**src/rtl/cpu_pkg.sv**
```systemverilog
// cpu_pkg: opcodes, branch conditions and flag bit positions shared by the CPU blocks
package cpu_pkg;
  localparam logic [3:0] OP_ADD = 4'b0000;
  localparam logic [3:0] OP_SUB = 4'b0001;
  localparam logic [3:0] OP_XOR = 4'b0010;
  localparam logic [3:0] OP_RED = 4'b0011;
  localparam logic [3:0] OP_SLL = 4'b0100;
  localparam logic [3:0] OP_SRA = 4'b0101;
  localparam logic [3:0] OP_ROR = 4'b0110;
  localparam logic [3:0] OP_PADDSB = 4'b0111;
  localparam logic [3:0] OP_LW = 4'b1000;
  localparam logic [3:0] OP_SW = 4'b1001;
  localparam logic [3:0] OP_LHB = 4'b1010;
  localparam logic [3:0] OP_LLB = 4'b1011;
  localparam logic [3:0] OP_B = 4'b1100;
  localparam logic [3:0] OP_BR = 4'b1101;
  localparam logic [3:0] OP_PCS = 4'b1110;
  localparam logic [3:0] OP_HLT = 4'b1111;
  localparam logic [2:0] COND_NEQ = 3'b000;
  localparam logic [2:0] COND_EQ = 3'b001;
  localparam logic [2:0] COND_GT = 3'b010;
  localparam logic [2:0] COND_LT = 3'b011;
  localparam logic [2:0] COND_GTE = 3'b100;
  localparam logic [2:0] COND_LTE = 3'b101;
  localparam logic [2:0] COND_OVFL = 3'b110;
  localparam logic [2:0] COND_UNCOND = 3'b111;
  localparam int FLAG_N = 2;
  localparam int FLAG_V = 1;
  localparam int FLAG_Z = 0;
  typedef enum logic {RUN, HALTED} state_t;
endpackage

```
**src/rtl/flag_next.sv**
```systemverilog
// flag_next: per-opcode flag write mask and candidate {N,V,Z} value from the ALU result
module flag_next
  import cpu_pkg::*;
(
  input  logic [3:0]  opcode,
  input  logic [15:0] result,
  input  logic        ovfl,
  output logic [2:0]  mask,
  output logic [2:0]  val
);
  logic nvz_cls, z_cls;
  assign nvz_cls = (opcode == OP_ADD) || (opcode == OP_SUB);
  assign z_cls = (opcode == OP_XOR) || (opcode == OP_SLL) || (opcode == OP_SRA) || (opcode == OP_ROR);
  always_comb begin
    val = '0;
    val[FLAG_N] = result[15];
    val[FLAG_V] = ovfl;
    val[FLAG_Z] = (result == 16'h0000);
    mask = '0;
    mask[FLAG_N] = nvz_cls;
    mask[FLAG_V] = nvz_cls;
    mask[FLAG_Z] = nvz_cls | z_cls;
  end
endmodule

```
**src/rtl/flag_reg_ctrl.sv**
```systemverilog
// flag_reg_ctrl: N/V/Z flag register with halt freeze and ID-stage branch interlock/bypass
module flag_reg_ctrl
  import cpu_pkg::*;
#(
  parameter bit FORWARD = 1'b0
) (
  input  logic        clk,
  input  logic        rst_n,
  input  logic        ex_valid,
  input  logic        ex_flush,
  input  logic        ex_adv,
  input  logic [3:0]  ex_opcode,
  input  logic [15:0] ex_result,
  input  logic        ex_ovfl,
  input  logic        id_valid,
  input  logic [3:0]  id_opcode,
  input  logic [2:0]  id_cond,
  output logic [2:0]  F,
  output logic        flag_hazard,
  output logic        flag_wr,
  output logic        halted
);
  state_t state, state_nxt;
  logic [2:0] flags, mask, val, merged;
  logic ex_live, commit, wr, dep;
  flag_next u_next (.opcode(ex_opcode), .result(ex_result), .ovfl(ex_ovfl), .mask(mask), .val(val));
  assign halted = (state == HALTED);
  assign ex_live = ex_valid & ~ex_flush & ~halted;
  assign commit = ex_live & ex_adv;
  assign wr = commit & |mask;
  assign merged = (flags & ~mask) | (val & mask);
  assign dep = id_valid & ((id_opcode == OP_B) | (id_opcode == OP_BR)) & (id_cond != COND_UNCOND);
  // rst_n gates the interlock so a reset during a stall releases ID at once
  assign flag_hazard = !FORWARD && rst_n && dep && ex_live && |mask;
  assign F = (FORWARD && ex_live) ? merged : flags;
  always_comb begin
    state_nxt = state;
    if (state == RUN && commit && ex_opcode == OP_HLT) state_nxt = HALTED;
  end
  always_ff @(posedge clk or negedge rst_n) begin
    if (!rst_n) begin
      state <= RUN;
      flags <= '0;
      flag_wr <= 1'b0;
    end else begin
      state <= state_nxt;
      flags <= wr ? merged : flags;
      flag_wr <= wr;
    end
  end
endmodule

```
**config.mk**
```make
export PLATFORM = sky130hd
export DESIGN_NAME = flag_reg_ctrl
export DESIGN_NICKNAME = d
export VERILOG_FILES = /design/src/rtl/cpu_pkg.sv /design/src/rtl/flag_next.sv /design/src/rtl/flag_reg_ctrl.sv
export SDC_FILE = /design/constraint.sdc
export NUM_CORES = 1
export LEC_CHECK = 0
export BUFFER_PORTS_ARGS = -buffer_cell sky130_fd_sc_hd__clkbuf_2
export CORE_AREA = 2 2 39 41
export DETAILED_ROUTE_END_ITERATION = 12
export DIE_AREA = 0 0 41 43
export SYNTH_ARGS = -nofsm -noshare
export SYNTH_HDL_FRONTEND = slang
export SYNTH_SLANG_ARGS = --single-unit
```
**constraint.sdc**
```tcl
create_clock -name clk -period 3.3 [get_ports clk]
set_input_delay 0.33 -clock clk [delete_from_list [all_inputs] [get_ports clk]]
set_output_delay 0.33 -clock clk [all_outputs]
set_load 0.02 [all_outputs]
```
==> flow_summary.rst <==
.. list-table::
   :header-rows: 1

   * - Metric
     - Value
   * - Layout net count
     - 105
   * - Largest net degree at the start of global routing
     - 7
   * - Maximum operating frequency
     - 526 MHz
   * - Unrepaired setup endpoints after global routing
     - false
   * - Clock Latency Late Sink
     - 240 ps
   * - Arrival time at the worst endpoint
     - 1570 ps
   * - Share of flip-flops with an asynchronous set or reset after synthesis
     - 100%
   * - Initial cell density of the core
     - 21.0%
   * - Quantity of gates resized following cts
     - 0
   * - Overall fraction of global-route tracks in use
     - 11.2%
   * - Delay of the slowest cell on the worst path
     - 520 ps
   * - Number of instances in the synthesized netlist
     - 27
   * - Final global-route overflow total
     - 0
   * - Clock buffer depth
     - 2
   * - Reg-to-reg critical path startpoint
     - halted
   * - Standard-cell rows
     - 14
   * - Final RePlAce weighted congestion
     - 0.694
   * - Final setup viols
     - 0
   * - Number of cells on the worst reg-to-reg path
     - 3
   * - Chain of cells forming the critical path
     - dlygate4sd3_1 -> clkbuf_2 -> nand4_1 -> nor4_1 -> clkbuf_2
   * - Post-route fraction of the period consumed by the critical path
     - 57.7%
   * - Hold buffers post-CTS
     - 1
   * - Critical Path Fanout Max
     - 6
   * - Clk Tree Root Cell
     - sky130_fd_sc_hd__clkbuf_4
   * - Hold depth
     - 2
   * - Pins Over Slew Limit
     - 0
   * - Net count of the mapped netlist
     - 61
   * - Top cell type by total area after synthesis
     - sky130_fd_sc_hd__dfrtp_1
   * - Pwr dens
     - 381 mW/mm^2
   * - Minimum period implied by the final worst setup slack
     - 1900 ps
   * - Synth warnings
     - 0
   * - Transition time at the pin with the least slew margin
     - 240 ps
   * - Global-route wire length before repair
     - 1310 um
   * - WP buf/inv
     - 3
   * - Path category of the worst min-delay check
     - input pin to flip-flop
   * - Setup slack on the worst flop-to-flop path
     - 2060 ps
   * - Critical Path Source Type
     - input pin
   * - Post-CTS repair timing setup buffer count
     - 0
   * - Static Leakage
     - 0.000297 uW
   * - Total core area
     - 0.00138 sq mm
   * - Count of TritonRoute iterations in the first routing pass
     - 2
   * - Synthesized cell area
     - 290 sq um
   * - TritonCTS clock tree
     - done
   * - Number of flip-flops and latches in the synthesized netlist
     - 5
   * - Result of the run
     - finished clean
   * - Synthesized area per cell
     - 10.8 sq um
   * - Leading register cell type out of synthesis
     - sky130_fd_sc_hd__dfrtp_1
   * - Maximum level of the CTS H-tree
     - 1
   * - Unique cell type count in the Yosys netlist
     - 15
   * - Via Count
     - 372
   * - CP dominant cell by count
     - sky130_fd_sc_hd__clkbuf_2
   * - Total routed wirelength
     - 822 um
   * - Max_cap viols
     - 0
   * - Top area cells in the synthesized netlist
     - sky130_fd_sc_hd__dfrtp_1 (43%), sky130_fd_sc_hd__nor4_1 (11%), sky130_fd_sc_hd__mux2_4 (10%), sky130_fd_sc_hd__and4b_4 (4.7%), sky130_fd_sc_hd__nor2b_4 (4.7%)
   * - Ranking of synthesized cells by instance count
     - sky130_fd_sc_hd__dfrtp_1 (5), sky130_fd_sc_hd__nor4_1 (5)
   * - Share of layout cells above drive strength 1
     - 64.3%
   * - Die Height
     - 43 um
   * - Final Instance Area
     - 537 sq um
   * - Worst Min Path Start
     - ex_ovfl
   * - Per-cell routed wire length
     - 9.56 um
   * - I/O pin count
     - 40
   * - DRC violations left
     - 0
   * - Buffers on Ports
     - 38
   * - Endpoint kind of the worst setup timing path
     - primary output
   * - Hold violation count in the final report
     - 0
   * - Synth-to-layout area growth
     - 84.9%
   * - Clock transition at the registers of the reported paths
     - 40 ps
   * - Clock Sinks
     - 5
   * - Count of routing violations after the opening detailed-route iteration
     - 5
   * - Post-route antenna net violation count
     - 0
   * - Die extent in x
     - 41 um
   * - Via density per instance
     - 4.33
   * - Relative slew margins
     - 83.8%
   * - Filler cell count in the final layout
     - 147
   * - Vias in the first global route
     - 354
   * - Type of the worst setup path
     - input pin to primary output
   * - Final TNS setup
     - 0 ps
   * - Number of enable-type register cells in the synthesized netlist
     - 0
   * - Number of antenna violations at the first check in global routing
     - 0
   * - Synth top area share
     - 43.1%
   * - Antenna diode count
     - 0
   * - CP max-delay cell
     - sky130_fd_sc_hd__dlygate4sd3_1
   * - Die area
     - 0.00176 sq mm
   * - Setup skew after layout
     - 3.80 ps
   * - Cell class contributing the biggest share of worst-path delay
     - buffers and inverters
   * - Critical path data required time
     - 2970 ps
   * - Placed Area
     - 500 sq um
   * - Worst-case vdd ir drop
     - 0.215 mV
   * - Part of the Yosys area used for sequential elements
     - 43.1%
   * - Total CTS buffers
     - 3
   * - Sum of net half-perimeters after detailed placement
     - 746 um
-- layer usage --
layer	share of wire [%]	GRT usage, %	routed length, um
met1	39	12.1	321
met2	51	17.5	418
met3	10	7.85	83
met4	0	2.00	0
met5	0	0	0
-- layout by cell type, fill, tap and decap left out --
master	instances
sky130_fd_sc_hd__clkbuf_2	38
sky130_fd_sc_hd__nor4_1	5
sky130_fd_sc_hd__dfrtp_1	5
sky130_fd_sc_hd__clkbuf_4	3
sky130_fd_sc_hd__nor2_1	2
sky130_fd_sc_hd__nand2_1	2
sky130_fd_sc_hd__nand4_1	2
sky130_fd_sc_hd__mux2_4	2
sky130_fd_sc_hd__nor2b_4	1
sky130_fd_sc_hd__and4_1	1
sky130_fd_sc_hd__nand3_1	1
sky130_fd_sc_hd__and3_1	1
sky130_fd_sc_hd__nor2b_1	1
sky130_fd_sc_hd__and4b_4	1
sky130_fd_sc_hd__a31o_1	1
sky130_fd_sc_hd__inv_1	1
sky130_fd_sc_hd__mux2i_1	1
sky130_fd_sc_hd__clkbuf_1	1
sky130_fd_sc_hd__dlygate4sd3_1	1
-- through the flow --
step / hold slack, ps / power, uW / std cells / worst slack, ps / utilization [%]
floorplan: 34.4 / 103 / 27 / 1570 / -
global placement: 162 / 134 / 81 / 1830 / 36.2
detailed placement: 165 / 135 / 81 / 1830 / 36.2
CTS: 314 / 208 / 86 / 1360 / 38.8
global route: 313 / 220 / 86 / 1220 / 38.8
finish: 326 / 205 / 86 / 1400 / 38.8
-- worst reg2reg max path: stages, from the launching register on --
cell                      delay, ps
sky130_fd_sc_hd__dfrtp_1        380
sky130_fd_sc_hd__nor2_1         160
sky130_fd_sc_hd__and4b_4        280
sky130_fd_sc_hd__mux2_4         300
-- power by group --
part	total [uW]	leakage [uW]	internal [uW]	switching (uW)
Combinational	59.0	0.000217	31.4	27.6
Clock	69.8	0.0000150	45.7	24.1
Sequential	75.7	0.0000655	70.3	5.39
Total	205	0.000297	147	57.1
-- kinds of logic (layout without fill, tap and decap cells) --
kind of cell           Yosys count  in the layout  share of synthesized area, %
buffers and inverters            1             44                          1.29
AOI/OAI and AO/OA                1              1                          3.02
muxes                            3              3                          13.8
and+or+nand+nor                 17             17                          38.8
DFF                              5              5                          43.1
-- worst max-delay path by stage --
| stage | slack (ps) | start | endpoint | depth (start not counted) |
|---|---|---|---|---|
| floorplan | 1570 | halted | flag_hazard | 3 |
| global placement | 1830 | ex_opcode[3] | flag_hazard | 5 |
| detailed placement | 1830 | ex_opcode[3] | flag_hazard | 5 |
| CTS | 1360 | rst_n | flag_hazard | 5 |
| global route | 1220 | rst_n | flag_hazard | 5 |
| finish | 1400 | rst_n | flag_hazard | 5 |
-- final cells by class --
cell class	instances	area, sq um	area share [%]
well taps	16	20.0	3.73
repair buffers	39	200	37.3
flip-flops and latches	5	125	23.3
inverters	1	3.75	0.699
clock buffers	4	26.3	4.90
multi-input cells	21	161	30.1
No activity file was read; power rests on OpenSTA's default activity.
